$ cat src/rtl/instr_fetch.sv
// Instruction fetch: one-outstanding memory requester with output register and one-entry skid buffer.
// Optional FETCH_MISALIGN_CHECK_EN adds misalign_o and a sticky ERR state for unaligned redirect targets.
module instr_fetch #(
    parameter int unsigned           DATA_WIDTH = 32,
    parameter logic [DATA_WIDTH-1:0] RESET_PC   = '0
) (
    input  logic                  clk_i,
    input  logic                  rst_ni,
    output logic                  imem_req_o,
    output logic [DATA_WIDTH-1:0] imem_addr_o,
    input  logic                  imem_gnt_i,
    input  logic                  imem_rvalid_i,
    input  logic [DATA_WIDTH-1:0] imem_rdata_i,
    input  logic                  stall_i,
    input  logic                  redirect_i,
    input  logic [DATA_WIDTH-1:0] redirect_pc_i,
    output logic                  instr_valid_o,
    output logic [DATA_WIDTH-1:0] instr_o,
    output logic [DATA_WIDTH-1:0] pc_o,
    output logic [DATA_WIDTH-1:0] pc_plus4_o
`ifdef FETCH_MISALIGN_CHECK_EN
    ,
    output logic                  misalign_o
`endif
);

    localparam logic [1:0] IDLE = 2'd0;
    localparam logic [1:0] REQ  = 2'd1;
    localparam logic [1:0] WAIT = 2'd2;
`ifdef FETCH_MISALIGN_CHECK_EN
    localparam logic [1:0] ERR  = 2'd3;
`endif

    localparam logic [DATA_WIDTH-1:0] FOUR       = DATA_WIDTH'(4);
    localparam logic [DATA_WIDTH-1:0] ALIGN_MASK = ~DATA_WIDTH'(3);

    logic [1:0]            state_q, state_d;
    logic [DATA_WIDTH-1:0] fpc_q, fpc_d;
    logic                  drop_q, drop_d;

    logic                  out_valid_q, out_valid_d;
    logic [DATA_WIDTH-1:0] out_instr_q, out_instr_d;
    logic [DATA_WIDTH-1:0] out_pc_q, out_pc_d;
    logic [DATA_WIDTH-1:0] out_pc4_q, out_pc4_d;

    logic                  skid_valid_q, skid_valid_d;
    logic [DATA_WIDTH-1:0] skid_instr_q, skid_instr_d;
    logic [DATA_WIDTH-1:0] skid_pc_q, skid_pc_d;

    logic                  in_err;
    logic                  redir_any;
    logic                  redir_bad;
    logic                  redir_take;
    logic                  consume;
    logic                  resp_take;
    logic [DATA_WIDTH-1:0] target;

`ifdef FETCH_MISALIGN_CHECK_EN
    logic misalign_q, misalign_d;

    assign in_err    = (state_q == ERR);
    assign redir_bad = redirect_i && !in_err && (redirect_pc_i[1:0] != 2'b00);
    assign target    = redirect_pc_i;
`else
    assign in_err    = 1'b0;
    assign redir_bad = 1'b0;
    assign target    = redirect_pc_i & ALIGN_MASK;
`endif

    // A redirect flushes buffered words even when it is the misaligned kind.
    assign redir_any  = redirect_i && !in_err;
    assign redir_take = redir_any && !redir_bad;
    assign consume    = out_valid_q && !stall_i;
    assign resp_take  = (state_q == WAIT) && imem_rvalid_i && !drop_q && !redir_any;

    // Output register / skid buffer routing.
    always_comb begin
        // NOTE: every variable gets a default first so this block can never infer a latch.
        out_valid_d  = out_valid_q;
        out_instr_d  = out_instr_q;
        out_pc_d     = out_pc_q;
        out_pc4_d    = out_pc4_q;
        skid_valid_d = skid_valid_q;
        skid_instr_d = skid_instr_q;
        skid_pc_d    = skid_pc_q;

        if (redir_any) begin
            out_valid_d  = 1'b0;
            skid_valid_d = 1'b0;
        end else begin
            if (consume) begin
                if (skid_valid_q) begin
                    out_instr_d  = skid_instr_q;
                    out_pc_d     = skid_pc_q;
                    out_pc4_d    = skid_pc_q + FOUR;
                    skid_valid_d = 1'b0;
                end else begin
                    out_valid_d = 1'b0;
                end
            end
            // After the consume step, an empty output register takes the response.
            if (resp_take) begin
                if (!out_valid_d) begin
                    out_valid_d = 1'b1;
                    out_instr_d = imem_rdata_i;
                    out_pc_d    = fpc_q;
                    out_pc4_d   = fpc_q + FOUR;
                end else begin
                    skid_valid_d = 1'b1;
                    skid_instr_d = imem_rdata_i;
                    skid_pc_d    = fpc_q;
                end
            end
        end
    end

    // Fetch PC, drop flag and request FSM.
    always_comb begin
        state_d = state_q;
        fpc_d   = fpc_q;
        drop_d  = drop_q;
`ifdef FETCH_MISALIGN_CHECK_EN
        misalign_d = misalign_q;
`endif

        if (redir_take) begin
            fpc_d = target;
        end else if (resp_take) begin
            fpc_d = fpc_q + FOUR;
        end

        case (state_q)
            IDLE: begin
                if (!skid_valid_d) begin
                    state_d = REQ;
                end
            end
            REQ: begin
                if (imem_gnt_i) begin
                    state_d = WAIT;
                    drop_d  = redir_take;
                end
            end
            WAIT: begin
                if (imem_rvalid_i) begin
                    drop_d = 1'b0;
                    if (resp_take && skid_valid_d) begin
                        state_d = IDLE;
                    end else begin
                        state_d = REQ;
                    end
                end else if (redir_take) begin
                    drop_d = 1'b1;
                end
            end
`ifdef FETCH_MISALIGN_CHECK_EN
            ERR:     state_d = ERR;
`endif
            default: state_d = IDLE;
        endcase

`ifdef FETCH_MISALIGN_CHECK_EN
        if (redir_bad) begin
            state_d    = ERR;
            drop_d     = 1'b0;
            misalign_d = 1'b1;
        end
`endif
    end

    // NOTE: sequential state uses non-blocking assignments so every register samples pre-edge values.
    always_ff @(posedge clk_i or negedge rst_ni) begin
        if (!rst_ni) begin
            state_q      <= IDLE;
            fpc_q        <= RESET_PC;
            drop_q       <= 1'b0;
            out_valid_q  <= 1'b0;
            out_instr_q  <= '0;
            out_pc_q     <= '0;
            out_pc4_q    <= '0;
            // NOTE: skid storage is reset too, so no X can ever be routed onto instr_o.
            skid_valid_q <= 1'b0;
            skid_instr_q <= '0;
            skid_pc_q    <= '0;
`ifdef FETCH_MISALIGN_CHECK_EN
            misalign_q   <= 1'b0;
`endif
        end else begin
            state_q      <= state_d;
            fpc_q        <= fpc_d;
            drop_q       <= drop_d;
            out_valid_q  <= out_valid_d;
            out_instr_q  <= out_instr_d;
            out_pc_q     <= out_pc_d;
            out_pc4_q    <= out_pc4_d;
            skid_valid_q <= skid_valid_d;
            skid_instr_q <= skid_instr_d;
            skid_pc_q    <= skid_pc_d;
`ifdef FETCH_MISALIGN_CHECK_EN
            misalign_q   <= misalign_d;
`endif
        end
    end

    assign imem_req_o    = (state_q == REQ);
    assign imem_addr_o   = fpc_q;
    assign instr_valid_o = out_valid_q;
    assign instr_o       = out_instr_q;
    assign pc_o          = out_pc_q;
    assign pc_plus4_o    = out_pc4_q;
`ifdef FETCH_MISALIGN_CHECK_EN
    assign misalign_o    = misalign_q;
`endif

endmodule
$ cat config.mk
export PLATFORM = sky130hd
export DESIGN_NAME = instr_fetch
export DESIGN_NICKNAME = d
export VERILOG_FILES = /design/src/rtl/instr_fetch.sv
export SDC_FILE = /design/constraint.sdc
export NUM_CORES = 1
export LEC_CHECK = 0
export ABC_AREA = 0
export CORE_UTILIZATION = 51
export DETAILED_ROUTE_END_ITERATION = 8
export PLACE_DENSITY = 0.85
export SLEW_MARGIN = 20
export SYNTH_ARGS = -nofsm -noshare
export SYNTH_HDL_FRONTEND = slang
export SYNTH_SLANG_ARGS = --single-unit
$ cat constraint.sdc
create_clock -name clk_i -period 3.05 [get_ports clk_i]
set_input_delay 0.915 -clock clk_i [delete_from_list [all_inputs] [get_ports clk_i]]
set_output_delay 0.915 -clock clk_i [all_outputs]
set_load 0.01 [all_outputs]
==> impl_metrics.yaml <==
run_status:
  status: "finished, final reports clean"
sta:
  tns_ns: 0
  hold_viol: 0
  slew_viol_final: 0
  relSlewSlack: 0.437
  setup_violations: 0
  period_share: 0.865
  fin_skew_ns: 0.00816
  worst_slew_pin_slew_ns: 0.844
  min_period_ns: 2.64
  fmax_ghz: 0.379
  rsz0062_at_grt: "no"
cells_and_area:
  syn_to_final_growth_pct: 31.1
  nNetsFinal: 1190
  num_antenna_cells: 0
  drive_gt1_frac: 0.126
  finalInstanceArea_mm2: 0.0123
synthesis:
  synth_top_area_frac: 0.515
  yosys.area_share.simple: 0.177
  syn_area_per_cell_um2: 9.87
  async_reset_ff_frac: 1.00
  synth.most_common_cell: "dfrtp_1"
  synth_xor_area_frac: 0.0738
  ys_types: 52
  synth_edf_count: 0
  synth-seq-area-share: 0.515
  muxShareOfSynthArea: 0.0755
  yosysWarnings: 0
  synth_top_cell_by_area: "dfrtp_1"
  netlist_area_mm2: 0.00938
  syn-instance-count: 950
  synth_fa_ha_area_frac: 0.00267
  synth.area.top_cells: "dfrtp_1 (51%), mux2_2 (7.4%), nand2_1 (6.1%)"
  synthTopCellsByCount: "dfrtp_1 (193), nand2_1 (153), nor2_1 (91)"
  synth-compound-area-share: 0.120
  synth_seq_cells: 193
  synth_top_family_by_area: "simple AND/OR/NAND/NOR gates"
  synthFlopType: "dfrtp_1"
global_routing:
  grt_start_max_net_pins: 65
  antenna_found_initial: 0
  grt_pass1_wl_um: 40200
  grt_pass1_vias: 7693
  grt_overflow: 0
  grt_use_total: 0.278
floorplan:
  start_util: 0.520
  top_level_ports: 200
  die_area_mm2: 0.0189
  core_mm2: 0.0180
  fp.dieW_um: 138
  rows: 49
  die_h_um: 138
critical_path:
  crit_type: "flop to primary output"
  path_cells: "clkdlybuf4s50_1"
  path_buf_inv: 1
  cp-endpoint: "imem_addr_o[6]"
  critPathMaxStageDelay_ns: 0.66
  regToRegStartpoint: "imem_addr_o[6]"
  worstPathRequired_ns: 2.13
  r2r_setup_slack_ns: 0.69
  cp-startpoint: "imem_addr_o[6]"
  crit_slowest_cell: "dfrtp_1"
  start_kind: "flop"
  arrival_ns: 1.72
  crit_fanout: 10
  cp-end-kind: "primary output"
  crit_family: "flip-flops"
  r2r-end: "pc_plus4_o[27]"
  reg2reg_depth: 6
  cp.depth: 1
drt:
  drt_iter0_drc: 734
  num_vias: 8036
  routed_wl_um: 25500
  detail_route.wl_per_cell_um: 18.8
  drt_first_pass_iters: 6
  antenna_left: 0
  drc: 0
  routed_via_density: 5.91
clock_network:
  clock_path_buffers: 2
  cts_buffers: 17
  cts_sinks: 193
  cts_root_buffer: "clkbuf_16"
  cts_tree: "done"
  ctsResizeCount: 0
  clock_latency_ns: 0.43
  htreeDepth: 4
  cts_setup_buffers: 0
  cts_hold_buf: 0
  clk_pin_slew_ns: 0.06
power:
  ir_drop_mv: 0.440
  powerDensity_mw_per_mm2: 732
  power_mw: 8.99
  leakagePower_nw: 5.02
hold_path:
  hold_class: "input pin to async pin"
job:
  maxCapViolCount: 0
place:
  placed_area_mm2: 0.0117
  place.gp.congestion: 0.884
  numPortBuffers: 195
  dp_hpwl_um: 17300
-- layout make-up --
cell class	instances	area [um2]
clock buffers	19	453
clock inverters	13	158
fillers	1389	5730
well taps	229	287
repair buffers	226	2300
inverters	9	33.8
multi-input cells	671	4240
flip-flops and latches	193	4830
-- worst min-delay path by stage --
stage | slack (ns) | cells after the start | start | to
after floorplan | 0.48 | 1 | skid_instr_q[31] | skid_instr_q[31]
after global placement | 0.47 | 1 | pc_plus4_o[0] | pc_plus4_o[0]
after detailed placement | 0.47 | 1 | pc_plus4_o[1] | pc_plus4_o[1]
after CTS | 0.49 | 1 | rst_ni | skid_pc_q[21]
after global routing | 0.51 | 1 | rst_ni | skid_pc_q[22]
final | 0.47 | 1 | rst_ni | pc_plus4_o[22]
-- cells in the final DEF (no fill, tap or decap), drive strengths merged, types with 10 or more instances in the layout --
cell	synthesis	routed
nand4	24	24
dfrtp	193	193
xor2	47	47
clkdlybuf4s50	0	193
inv	9	11
nand2	153	153
xnor2	32	32
nor2	91	91
o21ai	40	40
buf	11	32
clkbuf	67	20
nand3	31	31
nor3	15	15
a21oi	11	11
a31oi	45	45
a221oi	10	10
and2	11	11
o22a	23	23
mux2	62	62
-- routing by layer --
metal / up-vias / wire, um / GRT usage / part of all wire
met2: 384 / 12300 / 0.450 / 0.48
met3: 57 / 2040 / 0.0622 / 0.080
li1: 3646 / - / - / -
met4: 0 / 799 / 0.104 / 0.031
met1: 3949 / 10400 / 0.363 / 0.41
met5: - / 0 / 0 / 0
-- where the power goes --
group | internal [mW] | switching [mW]
Sequential | 3.23 | 0.558
Combinational | 1.69 | 1.19
Clock | 1.34 | 0.984
-- through the flow --
stage / cells / util / setup slack, ns / hold WS (ns)
finish: 1360 / 0.682 / 0.413 / 0.471
CTS: 1360 / 0.682 / 0.421 / 0.488
floorplan: 951 / - / 0.602 / 0.481
global placement: 1328 / 0.648 / 0.155 / 0.474
detailed placement: 1328 / 0.648 / 0.0558 / 0.471
global route: 1360 / 0.682 / 0.340 / 0.515
-- flip-flops by register name (all words and copies together), names as in the netlist --
register / count
drop_q: 1
imem_addr_o: 30
instr_o: 32
instr_valid_o: 1
pc_o: 32
pc_plus4_o: 32
skid_instr_q: 32
skid_pc_q: 30
skid_valid_q: 1
state_q: 2
-- cell families after synthesis --
logic type      Yosys count
buf+inv                  87
compound gates          165
simple gates            360
fa+ha+maj                 2
xor+xnor                 79
flops                   193
other cells               1
mux                      63
(Power assumes the default switching activity.)
